File: config.mk
export PLATFORM = sky130hd
export DESIGN_NAME = bcd_display_scanner
export DESIGN_NICKNAME = d
export VERILOG_FILES = /design/src/rtl/bcd_display_scanner.sv
export SDC_FILE = /design/constraint.sdc
export NUM_CORES = 1
export LEC_CHECK = 0
export CAP_MARGIN = 15
export CORE_ASPECT_RATIO = 0.6
export CORE_MARGIN = 1.5
export CORE_UTILIZATION = 45
export CTS_CLUSTER_DIAMETER = 50
export CTS_CLUSTER_SIZE = 25
export DETAILED_ROUTE_END_ITERATION = 16
export MAX_ROUTING_LAYER = met4
export PLACE_DENSITY = 0.69
export SYNTH_ARGS = -nofsm -noshare
export SYNTH_HDL_FRONTEND = slang
export SYNTH_SLANG_ARGS = --single-unit
File: constraint.sdc
create_clock -name clk -period 1.9 [get_ports clk]
set_clock_uncertainty 0.05 [all_clocks]
set_input_delay 0.38 -clock clk [delete_from_list [all_inputs] [get_ports clk]]
set_output_delay 0.38 -clock clk [all_outputs]
set_load 0.01 [all_outputs]
File: src/rtl/bcd_display_scanner.sv
// Binary-to-BCD converter (sequential double-dabble) feeding a 3-digit
// time-multiplexed 7-segment scanner with optional leading-zero blanking.
module bcd_display_scanner #(
   parameter int REFRESH_DIV = 1024
) (
   input  logic        clk,
   input  logic        rst_n,
   input  logic [7:0]  value,
   input  logic        load,
   input  logic        blank_lz,
   output logic        busy,
   output logic [11:0] bcd,
   output logic [6:0]  seg,
   output logic [2:0]  digit_en
);

   localparam int PW = (REFRESH_DIV > 2) ? $clog2(REFRESH_DIV) : 1;
   localparam logic [PW-1:0] PRESC_MAX = PW'(REFRESH_DIV - 1);

   typedef enum logic {IDLE = 1'b0, SHIFT = 1'b1} state_t;

   state_t      state_q, state_d;
   logic [7:0]  shift_q, shift_d;
   logic [11:0] scratch_q, scratch_d;
   logic [2:0]  iter_q, iter_d;
   logic [11:0] bcd_q, bcd_d;
   logic [11:0] adj;
   logic [19:0] shifted;

   logic [PW-1:0] presc_q, presc_d;
   logic [1:0]    idx_q, idx_d;
   logic [6:0]    seg_q, seg_d;
   logic [2:0]    den_q, den_d;
   logic [3:0]    nib;
   logic          blank;

   function automatic logic [3:0] add3(input logic [3:0] n);
      return (n >= 4'd5) ? n + 4'd3 : n;
   endfunction

   function automatic logic [6:0] encode(input logic [3:0] n);
      case (n)
         4'd0:    return 7'h3F;
         4'd1:    return 7'h06;
         4'd2:    return 7'h5B;
         4'd3:    return 7'h4F;
         4'd4:    return 7'h66;
         4'd5:    return 7'h6D;
         4'd6:    return 7'h7D;
         4'd7:    return 7'h07;
         4'd8:    return 7'h7F;
         4'd9:    return 7'h6F;
         default: return 7'h00;
      endcase
   endfunction

   // Handshake: load is a request sampled only in IDLE; busy is the inverse
   // of ready. A load seen while busy (including the edge busy falls) is dropped.
   always_ff @(posedge clk or negedge rst_n) begin
      if (!rst_n) state_q <= IDLE;
      else        state_q <= state_d;
   end

   always_comb begin
      state_d = state_q;
      case (state_q)
         IDLE:    if (load) state_d = SHIFT;
         SHIFT:   if (iter_q == 3'd7) state_d = IDLE;
         default: state_d = IDLE;
      endcase
   end

   always_comb begin
      busy = (state_q == SHIFT);
   end

   always_comb begin
      adj     = {add3(scratch_q[11:8]), add3(scratch_q[7:4]), add3(scratch_q[3:0])};
      shifted = {adj[10:0], shift_q, 1'b0};
      shift_d   = shift_q;
      scratch_d = scratch_q;
      iter_d    = iter_q;
      bcd_d     = bcd_q;
      if (state_q == IDLE) begin
         if (load) begin
            shift_d   = value;
            scratch_d = 12'h000;
            iter_d    = 3'd0;
         end
      end else begin
         shift_d   = shifted[7:0];
         scratch_d = shifted[19:8];
         iter_d    = iter_q + 3'd1;
         if (iter_q == 3'd7) bcd_d = shifted[19:8];
      end
   end

   always_ff @(posedge clk or negedge rst_n) begin
      if (!rst_n) begin
         shift_q   <= 8'h00;
         scratch_q <= 12'h000;
         iter_q    <= 3'd0;
         bcd_q     <= 12'h000;
      end else begin
         shift_q   <= shift_d;
         scratch_q <= scratch_d;
         iter_q    <= iter_d;
         bcd_q     <= bcd_d;
      end
   end

   // Scanner is free-running and always shows the latched result.
   always_comb begin
      presc_d = (presc_q == PRESC_MAX) ? '0 : presc_q + PW'(1);
      idx_d   = idx_q;
      if (idx_q == 2'd3)            idx_d = 2'd0;
      else if (presc_q == PRESC_MAX) idx_d = (idx_q == 2'd2) ? 2'd0 : idx_q + 2'd1;
   end

   always_comb begin
      nib   = 4'hF;
      den_d = 3'b000;
      case (idx_q)
         2'd0:    begin nib = bcd_q[3:0];  den_d = 3'b001; end
         2'd1:    begin nib = bcd_q[7:4];  den_d = 3'b010; end
         2'd2:    begin nib = bcd_q[11:8]; den_d = 3'b100; end
         default: begin nib = 4'hF;        den_d = 3'b000; end
      endcase
      blank = blank_lz &&
              (((idx_q == 2'd2) && (bcd_q[11:8] == 4'd0)) ||
               ((idx_q == 2'd1) && (bcd_q[11:8] == 4'd0) && (bcd_q[7:4] == 4'd0)));
      seg_d = blank ? 7'h00 : encode(nib);
   end

   always_ff @(posedge clk or negedge rst_n) begin
      if (!rst_n) begin
         presc_q <= '0;
         idx_q   <= 2'd0;
         seg_q   <= 7'h00;
         den_q   <= 3'b000;
      end else begin
         presc_q <= presc_d;
         idx_q   <= idx_d;
         seg_q   <= seg_d;
         den_q   <= den_d;
      end
   end

   assign bcd      = bcd_q;
   assign seg      = seg_q;
   assign digit_en = den_q;

endmodule
==> results.json <==
{
  "vias_per_cell": 5.03,
  "synth-seq-cells": 58,
  "rr_worst_depth": 6,
  "grt-ovfl-total": 0,
  "clk_latency_ns": 0.33,
  "grt_antenna_before_repair": 0,
  "maxCapViolCount": 0,
  "finalCritPeriodShare": 1.00,
  "antenna_cells": 0,
  "boundaryPins": 35,
  "max_clock_freq_mhz": 524,
  "ys_warn_count": 0,
  "syn_area_um2": 2850,
  "first_iter_violations": 74,
  "p_leak_uw": 0.00168,
  "numClockSinks": 58,
  "rows": 22,
  "grt_pass1_vias": 2029,
  "drc_errors": 0,
  "setup_viol": 2,
  "slowest_delay_ns": 0.44,
  "via_count": 1992,
  "layout_min_cycle_time_ns": 1.91,
  "r2r-end": "seg[5]",
  "fp.dieH_um": 64.6,
  "hpwl_um": 3880,
  "crit_end": "seg[5]",
  "h-tree-depth": 3,
  "cp.arrival_ns": 2.10,
  "ys_seq_area_frac": 0.510,
  "avgSynthCellArea_um2": 11.1,
  "synth_cell_types": 41,
  "die_area_um2": 6830,
  "worstSetupStartpointType": "flop",
  "final_util": 0.603,
  "maxSlewHeadroom": 0.774,
  "synthCells": 256,
  "max_slew.worst_pin.slew_ns": 0.339,
  "violations": "negative setup slack",
  "port_buffers": 34,
  "cts_buffers": 9,
  "clk_pin_slew_ns": 0.06,
  "initial_core_util": 0.466,
  "grt_max_degree": 59,
  "max-vdd-ir-drop_mv": 0.759,
  "power.density_nw_per_um2": 1530,
  "areaGrowthSynthToFinish_pct": 29.5,
  "critPathSlowestCell": "dfrtp_2",
  "nets": 333,
  "grt_pass1_wl_um": 9850,
  "cts_tree": "yes",
  "ant_nets": 0,
  "syn-num-nets": 282,
  "fillers": 520,
  "crit_fanout": 5,
  "required_ns": 2.09,
  "fin_hold_ws_ns": 0.408,
  "die_w_um": 106,
  "reg2reg_slack_ns": -0.008,
  "path_class": "flop to flop",
  "rr_startpoint": "idx_q[0]",
  "firstDrtPassIters": 4,
  "gp_congestion": 0.804,
  "hold_violations": 0,
  "wl_per_cell_um": 14.3,
  "grt_usage": 0.195,
  "finalWorstSetupSlack_ns": -0.00774,
  "crit_chain": "mux2_4 > o22ai_4 > inv_2 > ha_2 > or2b_1 > a311oi_2",
  "end_kind": "flop",
  "drv_slew": 0,
  "setup.worst_path.start": "idx_q[0]",
  "status": "finished with violations",
  "fin_setup_tns_ns": -0.00828,
  "multiInputGateArea_um2": 1390,
  "drive_above_1_share": 0.205,
  "root_buffer": "clkbuf_8",
  "hp-class": "flop to flop",
  "core_area_um2": 6110,
  "rsz0062_at_grt": "yes",
  "clockBufferDepth": 2,
  "seqCellArea_um2": 1450,
  "wl_um": 5650
}
cells in the mapped netlist:
library cell / number / area share
a21o_1: 6 / 0.016
a31oi_1: 1 / 0.0022
nand2b_1: 5 / 0.011
buf_1: 2 / 0.0026
buf_6: 1 / 0.0040
a211oi_2: 1 / 0.0044
ha_1: 14 / 0.062
or2b_1: 1 / 0.0026
nor2b_1: 2 / 0.0044
buf_2: 1 / 0.0018
mux2_2: 11 / 0.044
clkbuf_1: 6 / 0.0079
buf_4: 2 / 0.0053
nor3_1: 4 / 0.0070
and2_1: 1 / 0.0022
xor2_1: 4 / 0.012
o31ai_1: 2 / 0.0053
nand2_1: 28 / 0.037
a21oi_2: 1 / 0.0031
o22ai_1: 1 / 0.0022
nor3b_1: 8 / 0.021
o211ai_1: 1 / 0.0026
a311oi_1: 2 / 0.0062
xnor2_1: 7 / 0.022
inv_1: 11 / 0.015
o22ai_2: 3 / 0.013
a21oi_1: 10 / 0.018
o21ai_0: 17 / 0.030
nand3_1: 3 / 0.0053
dfrtp_1: 58 / 0.51
mux2i_1: 18 / 0.063
mux2_4: 2 / 0.011
and3_1: 3 / 0.0066
nor4_1: 2 / 0.0044
a22o_1: 2 / 0.0062
and4_1: 1 / 0.0031
a211oi_1: 1 / 0.0026
nor2_1: 10 / 0.013
o221ai_1: 1 / 0.0031
or3b_1: 1 / 0.0031
o22a_4: 1 / 0.0062
placed cells by master (no fill, tap or decap), types with 3 or more instances in the layout:
cell type | netlist | routed
nor2_1 | 10 | 10
xnor2_1 | 7 | 7
clkbuf_8 | 0 | 12
xor2_1 | 4 | 4
clkdlybuf4s50_1 | 0 | 33
mux2_2 | 11 | 8
nor3_1 | 4 | 4
and3_1 | 3 | 3
nand3_1 | 3 | 3
a21oi_1 | 10 | 9
nand2b_1 | 5 | 4
o21ai_0 | 17 | 17
buf_4 | 2 | 13
ha_1 | 14 | 11
nand2_1 | 28 | 28
buf_12 | 0 | 3
inv_1 | 11 | 9
mux2_4 | 2 | 5
nor3b_1 | 8 | 8
a21o_1 | 6 | 6
mux2i_1 | 18 | 18
dfrtp_1 | 58 | 56
o22ai_4 | 0 | 4
worst max-delay path, delay by kind of cell (launching register included):
| kind | cells | cell delay (ns) |
|---|---|---|
| multiplexers | 1 | 0.32 |
| AND/OR/NAND/NOR | 1 | 0.25 |
| buffers and inverters | 1 | 0.09 |
| flip-flops | 1 | 0.44 |
| AO/OA/AOI/OAI | 2 | 0.47 |
| adder cells (fa/ha/maj) | 1 | 0.20 |
repair_timing:
item	4_1_cts	5_1_grt
buffers inserted	2	0
hold buffers	1	0
pin swaps	4	3
gates cloned	0	0
gates resized for setup	4	12
setup endpoints to repair	3	8
endpoints found under the hold margin	16	0
where the power goes:
part	total [uW]	leakage, uW	internal (uW)	switching, uW
Clock	1040	0.0000965	577	464
Sequential	2000	0.000718	1660	343
Combinational	2580	0.000869	1390	1190
Total	5630	0.00168	3630	2000
through the flow:
stage	setup WS [ns]	area (um^2)	std cells	power, uW
2_1_floorplan	0.00973	2890	256	3550
3_3_place_gp	-0.0200	3410	377	4400
3_5_place_dp	-0.0927	3410	377	4470
4_1_cts	0.000784	3630	396	5560
5_1_grt	-0.0717	3690	396	6060
6_report	-0.00774	3690	396	5630
routing by layer:
layer | GRT usage | up-vias | part of all wire
met4 | 0.0557 | 0 | 0.013
met5 | - | - | 0
met2 | 0.284 | 35 | 0.44
met1 | 0.256 | 954 | 0.51
met3 | 0.0734 | 10 | 0.041
li1 | - | 993 | -
logic make-up after synthesis:
group	after synthesis	share of synthesized area
multiplexers	31	0.117
flip-flops	58	0.510
AND/OR/NAND/NOR	69	0.121
AO/OA/AOI/OAI	50	0.120
adder cells (fa/ha/maj)	14	0.0615
buffers and inverters	23	0.0360
XOR/XNOR	11	0.0338
worst min-delay path by stage:
stage                           from          to  slack, ns  depth (start not counted)
after floorplan                rst_n      bcd[0]       0.03                          0
after global placement         rst_n  presc_q[9]       0.36                          2
after detailed placement       rst_n  presc_q[9]       0.36                          2
after CTS                 presc_q[0]  presc_q[0]       0.40                          1
after global routing      presc_q[0]  presc_q[0]       0.42                          1
final                     presc_q[0]  presc_q[0]       0.41                          1
registers in the layout (all words and copies together) (netlist names):
register	count
bcd	12
idx_q	2
seg	7
presc_q	10
iter_q	3
scratch_q	12
busy	1
digit_en	3
shift_q	8
cell type report:
cell class,count,share of cell area
Clock inverter,2,0.00272
Sequential cell,58,0.394
Tap cell,84,0.0285
Timing Repair Buffer,52,0.140
Clock buffer,14,0.0468
Inverter,11,0.0112
Multi-Input combinational cell,175,0.377
(Power assumes the default switching activity.)
